[config.mk]
export PLATFORM = sky130hd
export DESIGN_NAME = battle_sequencer
export DESIGN_NICKNAME = d
export VERILOG_FILES = /design/src/rtl/battle_pkg.sv /design/src/rtl/key_edge.sv /design/src/rtl/battle_sequencer.sv
export SDC_FILE = /design/constraint.sdc
export NUM_CORES = 1
export LEC_CHECK = 0
export ABC_AREA = 1
export CAP_MARGIN = 30
export CORE_ASPECT_RATIO = 2
export CORE_UTILIZATION = 35
export CTS_BUF_LIST = sky130_fd_sc_hd__clkbuf_8
export DETAILED_ROUTE_END_ITERATION = 10
export RECOVER_POWER = 25
export SKIP_CTS_REPAIR_TIMING = 1
export SYNTH_ARGS = -nofsm -noshare
export SYNTH_HDL_FRONTEND = slang
export SYNTH_HIERARCHICAL = 1
export SYNTH_SLANG_ARGS = --single-unit
[constraint.sdc]
create_clock -name clk -period 3.8 [get_ports clk]
set_clock_uncertainty 0.1 [all_clocks]
set_input_delay 0.76 -clock clk [delete_from_list [all_inputs] [get_ports clk]]
set_output_delay 0.76 -clock clk [all_outputs]
set_load 0.03 [all_outputs]
[src/rtl/battle_pkg.sv]
// Shared codes for the battle game: pages, decoded keys, player-core opcodes and move directions.
package battle_pkg;

  typedef enum logic [3:0] {
    PAGE_MENU   = 4'h1,
    PAGE_WIN    = 4'h2,
    PAGE_LOSE   = 4'h3,
    PAGE_DODGE  = 4'h9,
    PAGE_ACTION = 4'hA,
    PAGE_ATTACK = 4'hB,
    PAGE_CHECK  = 4'hC
  } page_t;

  typedef enum logic [3:0] {
    KEY_NONE  = 4'd0,
    KEY_W     = 4'd1,
    KEY_A     = 4'd2,
    KEY_S     = 4'd3,
    KEY_D     = 4'd4,
    KEY_J     = 4'd5,
    KEY_K     = 4'd6,
    KEY_L     = 4'd7,
    KEY_SPACE = 4'd8
  } key_t;

  typedef enum logic [3:0] {
    OP_NOP = 4'd0,
    OP_HPY = 4'd1,
    OP_DPY = 4'd2,
    OP_IDG = 4'd3,
    OP_SDG = 4'd4,
    OP_MOV = 4'd5,
    OP_SHP = 4'd6
  } op_t;

  localparam logic [7:0] DIR_UP    = 8'd0;
  localparam logic [7:0] DIR_LEFT  = 8'd1;
  localparam logic [7:0] DIR_DOWN  = 8'd2;
  localparam logic [7:0] DIR_RIGHT = 8'd3;

  function automatic logic [15:0] make_instr(input op_t op, input logic [7:0] arg);
    return {op, arg, 4'h0};
  endfunction

  function automatic logic is_dir_key(input key_t k);
    return (k == KEY_W) || (k == KEY_A) || (k == KEY_S) || (k == KEY_D);
  endfunction

  function automatic logic [7:0] dir_of(input key_t k);
    logic [7:0] d;
    d = DIR_UP;
    case (k)
      KEY_A:   d = DIR_LEFT;
      KEY_S:   d = DIR_DOWN;
      KEY_D:   d = DIR_RIGHT;
      default: d = DIR_UP;
    endcase
    return d;
  endfunction

endpackage

[src/rtl/key_edge.sv]
// Registers the decoded key and flags a press edge: a non-zero key that differs from last cycle.
module key_edge
  import battle_pkg::*;
(
  input  logic       clk,
  input  logic       reset,
  input  logic [3:0] key,
  output key_t       key_level,
  output logic       key_press
);

  logic [3:0] key_q;

  always_ff @(posedge clk) begin
    if (reset) key_q <= 4'd0;
    else       key_q <= key;
  end

  assign key_level = key_t'(key);
  assign key_press = (key != 4'd0) && (key != key_q);

endmodule

[src/rtl/battle_sequencer.sv]
// Turn sequencer for the battle game: walks menu/dodge/action/attack/check/end pages on 1 Hz ticks
// and drives the player core, attack bar and bullet engine from registered outputs.
module battle_sequencer
  import battle_pkg::*;
#(
  parameter int HP_W        = 8,
  parameter int MON_HP_MAX  = 100,
  parameter int PLAYER_HP   = 100,
  parameter int HEAL_AMT    = 10,
  parameter int MENU_HOLD   = 3,
  parameter int DODGE_TIME  = 7,
  parameter int ATK_TIME    = 4,
  parameter int END_TIME    = 3,
  parameter int SPARE_TURNS = 2
) (
  input  logic            clk,
  input  logic            reset,
  input  logic            tick,
  input  logic [3:0]      key,
  input  logic            is_death,
  input  logic            dmg_complete,
  input  logic [HP_W-1:0] damage,
  input  logic            heal,
  input  logic            atk_pass,
  input  logic [HP_W-1:0] dmg_mon,
  output logic [7:0]      state,
  output logic [15:0]     player_instr,
  output logic            is_move,
  output logic            start_dmg,
  output logic [HP_W-1:0] mon_hp,
  output logic            atk_start,
  output logic            atk_button,
  output logic            atk_reset,
  output logic            bullet_run,
  output logic            mercy
);

  localparam logic [7:0]  MENU_HOLD_T  = 8'(MENU_HOLD);
  localparam logic [7:0]  DODGE_T      = 8'(DODGE_TIME);
  localparam logic [7:0]  ATK_T        = 8'(ATK_TIME);
  localparam logic [7:0]  END_T        = 8'(END_TIME);
  localparam logic [3:0]  SPARE_T      = 4'(SPARE_TURNS);
  localparam logic [7:0]  PLAYER_ARG   = 8'(PLAYER_HP);
  localparam logic [7:0]  HEAL_ARG     = 8'(HEAL_AMT);
  localparam logic [HP_W:0] MON_MAX_W  = (HP_W+1)'(MON_HP_MAX);

  page_t       page;
  logic [7:0]  timer;
  logic [3:0]  turns;
  logic        check_done;
  key_t        key_level;
  logic        key_press;
  logic [HP_W:0]   hp_sum;
  logic [HP_W-1:0] hp_next;

  key_edge u_key_edge (
    .clk       (clk),
    .reset     (reset),
    .key       (key),
    .key_level (key_level),
    .key_press (key_press)
  );

  // One extra bit on the sum so a large hit cannot wrap past the kill threshold.
  assign hp_sum  = {1'b0, mon_hp} + {1'b0, dmg_mon};
  assign hp_next = (hp_sum >= MON_MAX_W) ? MON_MAX_W[HP_W-1:0] : hp_sum[HP_W-1:0];

  assign state = {page, 4'h0};

  always_ff @(posedge clk) begin
    if (reset) begin
      page         <= PAGE_MENU;
      timer        <= 8'd0;
      turns        <= 4'd0;
      check_done   <= 1'b0;
      player_instr <= 16'h0000;
      is_move      <= 1'b0;
      start_dmg    <= 1'b0;
      mon_hp       <= '0;
      atk_start    <= 1'b0;
      atk_button   <= 1'b0;
      atk_reset    <= 1'b1;
      bullet_run   <= 1'b0;
      mercy        <= 1'b0;
    end else begin
      player_instr <= 16'h0000;
      is_move      <= 1'b0;
      start_dmg    <= 1'b0;
      if (tick && (timer != 8'hFF)) timer <= timer + 8'd1;
      if (check_done && (turns >= SPARE_T)) mercy <= 1'b1;

      // Every branch that changes page also clears the timer, overriding the tick count above.
      case (page)
        PAGE_MENU: begin
          if (key_press && (key_level == KEY_SPACE) && (timer >= MENU_HOLD_T)) begin
            page         <= PAGE_DODGE;
            timer        <= 8'd0;
            mon_hp       <= '0;
            mercy        <= 1'b0;
            turns        <= 4'd0;
            check_done   <= 1'b0;
            player_instr <= make_instr(OP_SHP, PLAYER_ARG);
            atk_reset    <= 1'b1;
            bullet_run   <= 1'b1;
          end
        end

        PAGE_DODGE: begin
          if (is_death) begin
            page       <= PAGE_LOSE;
            timer      <= 8'd0;
            bullet_run <= 1'b0;
          end else if (timer >= DODGE_T) begin
            page       <= PAGE_ACTION;
            timer      <= 8'd0;
            bullet_run <= 1'b0;
            if (turns != 4'hF) turns <= turns + 4'd1;
          end else if (dmg_complete) begin
            player_instr <= heal ? make_instr(OP_HPY, HEAL_ARG)
                                 : make_instr(OP_DPY, 8'(damage));
            start_dmg    <= 1'b1;
          end else if (is_dir_key(key_level)) begin
            player_instr <= make_instr(OP_MOV, dir_of(key_level));
            is_move      <= 1'b1;
          end
        end

        PAGE_ACTION: begin
          if (key_press) begin
            case (key_level)
              KEY_J: begin
                page       <= PAGE_ATTACK;
                timer      <= 8'd0;
                atk_start  <= 1'b1;
                atk_reset  <= 1'b0;
                atk_button <= 1'b0;
              end
              KEY_K: begin
                page  <= PAGE_CHECK;
                timer <= 8'd0;
              end
              KEY_L: begin
                timer <= 8'd0;
                if (mercy) begin
                  page <= PAGE_WIN;
                end else begin
                  page       <= PAGE_DODGE;
                  bullet_run <= 1'b1;
                end
              end
              default: ;
            endcase
          end
        end

        PAGE_CHECK: begin
          check_done <= 1'b1;
          turns      <= 4'd0;
          if (key_press && (key_level == KEY_SPACE)) begin
            page       <= PAGE_DODGE;
            timer      <= 8'd0;
            bullet_run <= 1'b1;
          end
        end

        PAGE_ATTACK: begin
          if (atk_pass) begin
            mon_hp     <= hp_next;
            timer      <= 8'd0;
            atk_start  <= 1'b0;
            atk_button <= 1'b0;
            atk_reset  <= 1'b1;
            if (hp_sum >= MON_MAX_W) begin
              page <= PAGE_WIN;
            end else begin
              page       <= PAGE_DODGE;
              bullet_run <= 1'b1;
            end
          end else if (timer >= ATK_T) begin
            page       <= PAGE_DODGE;
            timer      <= 8'd0;
            bullet_run <= 1'b1;
            atk_start  <= 1'b0;
            atk_button <= 1'b0;
            atk_reset  <= 1'b1;
          end else if (key_press && (key_level == KEY_SPACE)) begin
            atk_button <= 1'b1;
          end
        end

        PAGE_WIN, PAGE_LOSE: begin
          bullet_run <= 1'b0;
          if (timer >= END_T) begin
            page  <= PAGE_MENU;
            timer <= 8'd0;
          end
        end

        default: begin
          page         <= PAGE_MENU;
          timer        <= 8'd0;
          turns        <= 4'd0;
          check_done   <= 1'b0;
          player_instr <= 16'h0000;
          mon_hp       <= '0;
          atk_start    <= 1'b0;
          atk_button   <= 1'b0;
          atk_reset    <= 1'b1;
          bullet_run   <= 1'b0;
          mercy        <= 1'b0;
        end
      endcase
    end
  end

endmodule

; Yosys cells after proc, flatten, opt, wreduce, memory -nomap -nowiden
; Cells that the tools add are included.
[totals]
register_bits = 52
latch_bits = 0
ram_bits = 0
mem_bits_ro = 0
in_bits = 27
output_inout_bits = 39
word_cells = 159
n_memories = 0
[classes]
add_sub_neg = 3
mul = 0
n_div = 0
n_lt_le_gt_ge = 5
n_eq_ne = 34
shift = 0
n_mux = 70
bitwise = 6
reduce_logical = 27
[op_table]
columns = operator, n
row1 = two-way mux 8 bit, 13
row2 = two-way mux 15 bit, 5
row3 = two-way mux 4 bit, 14
row4 = case mux 8 bit (6 select lines), 1
row5 = case mux 15 bit (2 select lines), 1
row6 = two-way mux 1 bit, 24
row7 = case mux 4 bit (3 select lines), 2
row8 = case mux 4 bit (6 select lines), 1
row9 = case mux 8 bit (3 select lines), 1
row10 = "equality test 4 bit, second input constant", 5
row11 = "!= test 2 bit, second input constant", 10
row12 = OR reduction 5 bit, 4
row13 = "equality test 4 x 2 -> 1 bit, second input constant", 4
row14 = "equality test 4 x 3 -> 1 bit, second input constant", 4
row15 = ">= comparator 8 x 3 -> 1 bit, second input constant", 2
row16 = two-way mux 14 bit, 1
row17 = OR reduction 4 bit, 3
row18 = AND reduction 5 bit, 2
row19 = adder 8 x 8 -> 9 bit, 1
row20 = ">= comparator 9 x 7 -> 1 bit, second input constant", 1
row21 = "!= test 3 bit, second input constant", 3
row22 = case mux 1 bit (3 select lines), 3
row23 = "adder 8 x 1 -> 8 bit, second input constant", 1
row24 = "equality test 4 x 1 -> 1 bit, second input constant", 2
row25 = other kinds (24), 37

; Logic depth before layout (Yosys ltp)
; Gate-level depths: netlist of the first run.
[logic_depth]
depth_word = 9
ltp_mapped = 16
depth_no_buf = 16

; Cells and area by module
; The synthesis of the first run kept the hierarchy.
[modules_own_cells]
columns = mod, n_inst, cells_per_inst, area_per_inst_um2, seq_area_each_um2
row1 = battle_sequencer, 1, 370, 2627.5, 860.8
row2 = key_edge, 1, 37, 224.0, 80.1

; Least setup slack after synthesis of the first run
; No wires, ideal clock.
[synth_timing]
kind = input port to flip-flop
start = in dmg_mon[0]
end = reg bullet_run
setup_time_ps = 115
arrival_ps = 2265
required_time_ps = 3585
slack_ps = 1320
cell_stages = 14
n_path_buf = 0
path_cell_list = ha_1 > fa_1 > nand2_1 > nand2_1 > nand3_1 > nand2_1 > nand2_1 > nand2_1 > inv_1 > nand3_1 > nand2_1 > nand3_1 > a21oi_1 > nor2_1
[synth_between]
elab_chain_cells = 4
[synth_rtl]
columns = item, line
row1 = from (decl), battle_sequencer.sv:25  ; input logic [HP_W-1:0] dmg_mon,
row2 = adder 8 x 8 -> 9 bit, battle_sequencer.sv:65  ; assign hp_sum = {1'b0, mon_hp} + {1'b0, dmg_mon};
row3 = >= comparator 9 x 7 -> 1 bit, battle_sequencer.sv:173  ; if (hp_sum >= MON_MAX_W) begin
row4 = != test 3 bit (no source line), --
row5 = AND reduction 8 bit (no source line), --
row6 = to (signal assigned), battle_sequencer.sv:83  ; bullet_run <= 1'b0;
row7 = to (signal assigned), battle_sequencer.sv:177  ; bullet_run <= 1'b1;
row8 = to (signal assigned), battle_sequencer.sv:182  ; bullet_run <= 1'b1;
row9 = to (decl), battle_sequencer.sv:34  ; output logic bullet_run,
; Every way passes these cells.
; A chain may end at the register's enable or synchronous reset.

; Worst setup path after layout of the first run
[layout_timing]
start = in dmg_mon[0]
end = reg page[3]
[layout_between]
elab_chain_cells = 5
[layout_rtl]
columns = item, line
row1 = adder 8 x 8 -> 9 bit, battle_sequencer.sv:65
row2 = >= comparator 9 x 7 -> 1 bit, battle_sequencer.sv:173
row3 = two-way mux 4 bit, battle_sequencer.sv:173
row4 = two-way mux 4 bit, battle_sequencer.sv:167  ; if (atk_pass) begin
row5 = case mux 4 bit (6 select lines), battle_sequencer.sv:93  ; case (page)
row6 = to (signal assigned), battle_sequencer.sv:96  ; page <= PAGE_DODGE;
row7 = to (signal assigned), battle_sequencer.sv:174  ; page <= PAGE_WIN;
row8 = to (signal assigned), battle_sequencer.sv:176  ; page <= PAGE_DODGE;
row9 = to (decl), battle_sequencer.sv:47  ; page_t page;
; Every way passes these cells.

==> run summary, run 1 <==
Outcome - finished, final reports clean
Critical Path Start Type - primary input
Final Non-Filler Cells - 561
Top cell type's share of synthesized area - 33.0%
Final Hold Fails - 0
Worst Hold Class - reg -> reg
Slowest stage cell, crit path - fa_1
Die ar. - 8530 sq um
CP cell instances - clkdlybuf4s50_1 > ha_1 > fa_1 > nand2_1 > nand2_1 > nand3_1 > nand2_1 > nand2_1 > nand2_1 > inv_1 > nand3_1 > nand2_1 > nand2_1 > nand2_1 > nand3_1 > nand2_1 > a21oi_1
Core area - 7890 sq um
Io pins - 66
Grt ovf - 0
Flops & latches, synth - 47
Total GRT Usage - 18.2%
Max Freq - 0.346 GHz
Worst-Skew Late Latency - 0.31 ns
Worst path arrival time - 2.97 ns
DRC viols - 0
Largest stage delay, worst path - 0.44 ns
Die Height - 130 um
Crit-path leading delay family - simple AND/OR/NAND/NOR gates
Synth cell types - 43
Die Wd - 65.8 um
Drt total wl - 7.24 mm
Antenna-violating nets left - 0
DRT Pass-1 Iters - 4
Largest net degree at the start of global routing - 14
Ys async rst share - 0%
Final Max Slew Viols - 0
RSZ-0062 raised after global routing - false
Clk pin slew, worst setup/hold paths - 0.09 ns
Final setup vio count - 0
Initial antenna violation count - 0
Worst vdd ir - 0.000198 V
Crit path capture type - register
DR WL/cell - 12.9 um
Final Cycle Share - 76.1%
N_diodes - 0
Via count - 2729
Vias per Instance - 4.86
Synth Area per Inst - 7.01 sq um
Gpl congestion - 0.920
PortBufs - 56
Syn Inst Count - 407
CTS buffer count - 5
Post-synth top cells - nand2_1 (81), inv_1 (50), nor2_1 (50), dfxtp_1 (47), nand3_1 (32)
Row cnt - 46
Syn. warnings - 6
CTS max path bufs - 2
Setup TNS - 0 ns
Area leader, netlist - dfxtp_1
Nets - 504
CP Max Fanout - 5
Fraction of layout cells with a size suffix above 1 - 10.5%
Predominant post-synthesis flop cell - dfxtp_1
CP dominant cell by count - nand2_1
Bufs and invs on worst path - 2
Pwr Density - 270 nW/um^2
Register area share after synthesis - 33.0%
Pleak - 0.00161 uW
Synth area leaders - dfxtp_1 (33%), nand2_1 (11%), inv_1 (6.6%)
First-pass GRT wire length - 11.7 mm
Final design utilization - 45.0%
EDFF count, synth - 0
Max-slew headroom - 59.2%
Kind of critical path - in -> reg
Clk sinks - 47
Max-cap viol count - 0
Placed Area - 3460 sq um
Initial Util - 36.2%
Placed cells - 553
Root buf cell - clkbuf_8
CTS tree - yes
1st-iter DRT viols - 85
Layout area overhead - 24.4%
Worst slew pin tran - 0.606 ns
DP Wirelength - 5.98 mm
Fin crit period - 2.89 ns
Vias in the first global route - 2628
Required time worst endpoint - 3.87 ns
H-tree level count - 2
Top-count cell post-synth - nand2_1
Cell area after layout - 3550 sq um
Synthesized area - 2850 sq um
==> cell families after synthesis <==
family                   share of synthesized area [%]
AND/OR/NAND/NOR                                   35.5
other                                            0.132
adder cells (fa/ha/maj)                           5.97
AO/OA/AOI/OAI                                     11.0
flip-flops                                        33.0
XOR/XNOR                                          2.46
buffers and inverters                             12.0
==> path summary, 6_finish.rpt <==
path,start,endpoint,slack (ns),depth (start not counted)
hold / removal,check_done,check_done,0.37,2
hold reg to reg,check_done,check_done,0.37,2
setup reg to reg,mon_hp[0],page[3],1.44,16
setup / recovery,dmg_mon[0],page[3],0.91,17
==> final cells by class <==
type	count	area (sq um)
repair buffers	57	564
well taps	96	120
clock inverters	1	3.75
clock buffers	7	96.3
inverters	63	238
multi-input cells	290	1580
flip-flops and latches	47	941
fillers	828	4340
==> cell usage in the layout (no fill, tap or decap), types with 6 or more instances in the layout <==
master	count
nor2_1	51
ha_1	12
clkbuf_8	7
nand2_1	81
dfxtp_1	47
nand3_1	32
dlygate4sd3_1	11
clkdlybuf4s50_1	45
inv_1	52
conb_1	9
inv_2	11
nor3_1	9
a21oi_1	24
xor2_1	6
o21ai_0	8
==> state kept, by name (all words and copies together), names as in the netlist <==
signal / cells
turns: 4
atk_start: 1
u_key_edge/key_q: 4
start_dmg: 1
atk_reset: 1
timer: 8
mon_hp: 8
mercy: 1
bullet_run: 1
page: 4
atk_button: 1
is_move: 1
player_instr: 11
check_done: 1
==> power by group <==
group	switching (uW)	total [uW]	internal (uW)
registers	4.61	503	499
clock network	166	330	163
logic	75.1	124	49.4
total	246	957	711
==> worst min-delay path, stage by stage, from the launching register on <==
cell and delay (ns):
dfxtp_1 0.32, nand2_1 0.06, a21oi_1 0.05
==> metrics by stage <==
stage / hold WS [ns] / setup slack, ns / power, uW
6_report: 0.366 / 0.907 / 957
5_1_grt: 0.399 / 0.743 / 1000
4_1_cts: 0.368 / 0.896 / 972
3_5_place_dp: 0.355 / 0.567 / 641
3_3_place_gp: 0.357 / 0.655 / 639
2_1_floorplan: 0.339 / 1.32 / 600
==> per-layer routing <==
| layer | vias to the layer above | routed length [um] | global-route usage [%] |
|---|---|---|---|
| met2 | 67 | 4200 | 37.2 |
| li1 | 1405 | - | - |
| met5 | - | 0 | 0 |
| met3 | 18 | 238 | 2.46 |
| met4 | 0 | 268 | 10.1 |
| met1 | 1239 | 2530 | 15.7 |
Note: power is estimated with default switching activity, not from simulation.
==> run 2: changes to the inputs <==
==> constraint.sdc (replaced) <==
create_clock -name clk -period 2.6 [get_ports clk]
set_clock_uncertainty 0.1 [all_clocks]
set_input_delay 0.52 -clock clk [delete_from_list [all_inputs] [get_ports clk]]
set_output_delay 0.52 -clock clk [all_outputs]
set_load 0.03 [all_outputs]
==> run 2 against run 1 <==
Against the previous run: worst setup slack worse by 0.73 ns; highest routed layer unchanged; worst hold slack better by 0.0012 ns; cell count rose by 4.5%; critical path type unchanged; non-clock buffer count is 25 higher; sequential power grew 46%.
==> run summary, run 2 (synthesized netlist as in run 1, its figures left out) <==
Final design utilization - 47.8% (+2.8 points)
Pwr Density - 397 nW/um^2 (+47%)
Final Hold Fails - 0 (unchanged)
Commonest non-fill, non-tap cell in the layout - nand2_1
Fraction of layout cells with a size suffix above 1 - 16.5% (+6.0 points)
HP Start - mon_hp[7]
DP Wirelength - 5.92 mm (-1.0%)
Die Height - 130 um (unchanged)
Required time worst endpoint - 2.73 ns (-1.14 ns)
Fin crit period - 2.42 ns
Critical Path Start Type - primary input
DR WL/cell - 12.3 um (-4.9%)
Outcome - finished, final reports clean
CTS buffer count - 5 (unchanged)
H-tree level count - 2 (unchanged)
CP Max Fanout - 5 (unchanged)
Top Registers - player_instr: 11 flops, mon_hp: 8 flops, timer: 8 flops
Crit path capture type - register
CP Launch Point - dmg_mon[0]
Worst vdd ir - 0.000410 V (+110%)
Nets - 529 (+5.0%)
Vias per Instance - 4.78 (-1.7%)
N_diodes - 0 (unchanged)
Vias in the first global route - 2718 (+3.4%)
Most frequent cells in the layout - nand2_1 (80), inv_1 (51), nor2_1 (49)
Final Cycle Share - 93.2%
1st-iter DRT viols - 68 (-20%)
Final Max Slew Viols - 0 (unchanged)
Setup TNS - 0 ns (unchanged)
Row cnt - 46 (unchanged)
Max-cap viol count - 0 (unchanged)
Initial Util - 36.2% (unchanged)
DRT Pass-1 Iters - 4 (unchanged)
Initial antenna violation count - 0 (unchanged)
Grt ovf - 0 (unchanged)
DRC viols - 0 (unchanged)
Largest net degree at the start of global routing - 15 (+1)
Via count - 2801 (+2.6%)
Die Wd - 65.8 um (unchanged)
Die ar. - 8530 sq um (unchanged)
Clk pin slew, worst setup/hold paths - 0.09 ns (about the same)
Drt total wl - 7.19 mm (-0.62%)
Total GRT Usage - 17.8% (-0.36 points)
Worst-Skew Late Latency - 0.31 ns (about the same)
Clk sinks - 47 (unchanged)
Pleak - 0.00174 uW (+7.9%)
Core area - 7890 sq um (unchanged)
Hold_ws - 0.368 ns (+0.00122 ns)
Max Freq - 0.413 GHz
PortBufs - 56 (unchanged)
Layout area overhead - 32.1%
Gpl congestion - 0.968 (+5.1%)
CTS tree - yes
CTS max path bufs - 2 (unchanged)
Worst path arrival time - 2.55 ns (-0.42 ns)
RSZ-0062 raised after global routing - false
Worst Hold Class - reg -> reg
Kind of critical path - in -> reg
First-pass GRT wire length - 11.5 mm (-1.8%)
Final setup vio count - 0 (unchanged)
Antenna-violating nets left - 0 (unchanged)
Io pins - 66 (unchanged)
Root buf cell - clkbuf_8
Top reg by flops - player_instr
Max reg flops - 11 (unchanged)
FF-to-FF Start - mon_hp[0]
-- run 2: changes by cell type in the layout (fill, tap and decap cells not counted), sizes merged --
cell,before,now
bufinv,0,1
clkinv,1,2
dlygate4sd3,11,12
buf,0,25
clkbuf,8,7
clkdlybuf4s50,45,44
inv,63,62
-- run 2: final cells by class --
cell class / instances / area, sq um
fill: 793 / 4120
multi-input combinational: 290 / 1600
sequential: 47 / 941
timing repair buffer: 82 / 752
inverter: 63 / 238
tap: 96 / 120
clock buffer: 6 / 82.6
clock inverter: 2 / 35.0
-- run 2: metrics by stage --
step                      setup WS (ns)  power, uW  instances  instance area [sq um]
after floorplan                   0.360        877        415                   2880
after global placement           -0.256        954        578                   3650
after detailed placement         -0.254        956        578                   3650
after CTS                        0.0815       1520        586                   3770
after global routing            0.00345       1570        586                   3770
final                             0.178       1500        586                   3770
-- run 2: routing by layer --
metal  track usage, %  up-vias  share of wire [%]
li1                 -     1446                  -
met1             15.7     1264                 34
met2             35.3       73                 57
met3             2.55       18                4.0
met4             11.3        0                4.3
met5                0        -                  0
-- run 2: path summary, 6_finish.rpt --
path	end	slack [ns]	depth (start not counted)
worst max-delay path	page[3]	0.18	14
worst min-delay path	mon_hp[7]	0.37	2
worst max register to register	page[3]	0.48	13
worst min register to register	mon_hp[7]	0.37	2
-- run 2: report_power, final --
group          leakage (uW)  switching [uW]  internal [uW]
clock network     0.0000612             247            311
logic               0.00130             114           88.4
registers          0.000380            6.34            729
-- run 2: worst max-delay path: stages --
cell	delay (ns)
clkdlybuf4s50_1	0.40
ha_2	0.20
fa_2	0.35
nand2_1	0.07
nand2_1	0.09
nand3_1	0.11
o211ai_1	0.08
a21oi_1	0.18
nand2_2	0.11
nand2_1	0.06
nand2_1	0.07
nand3_1	0.07
nand2_1	0.06
a21oi_1	0.18
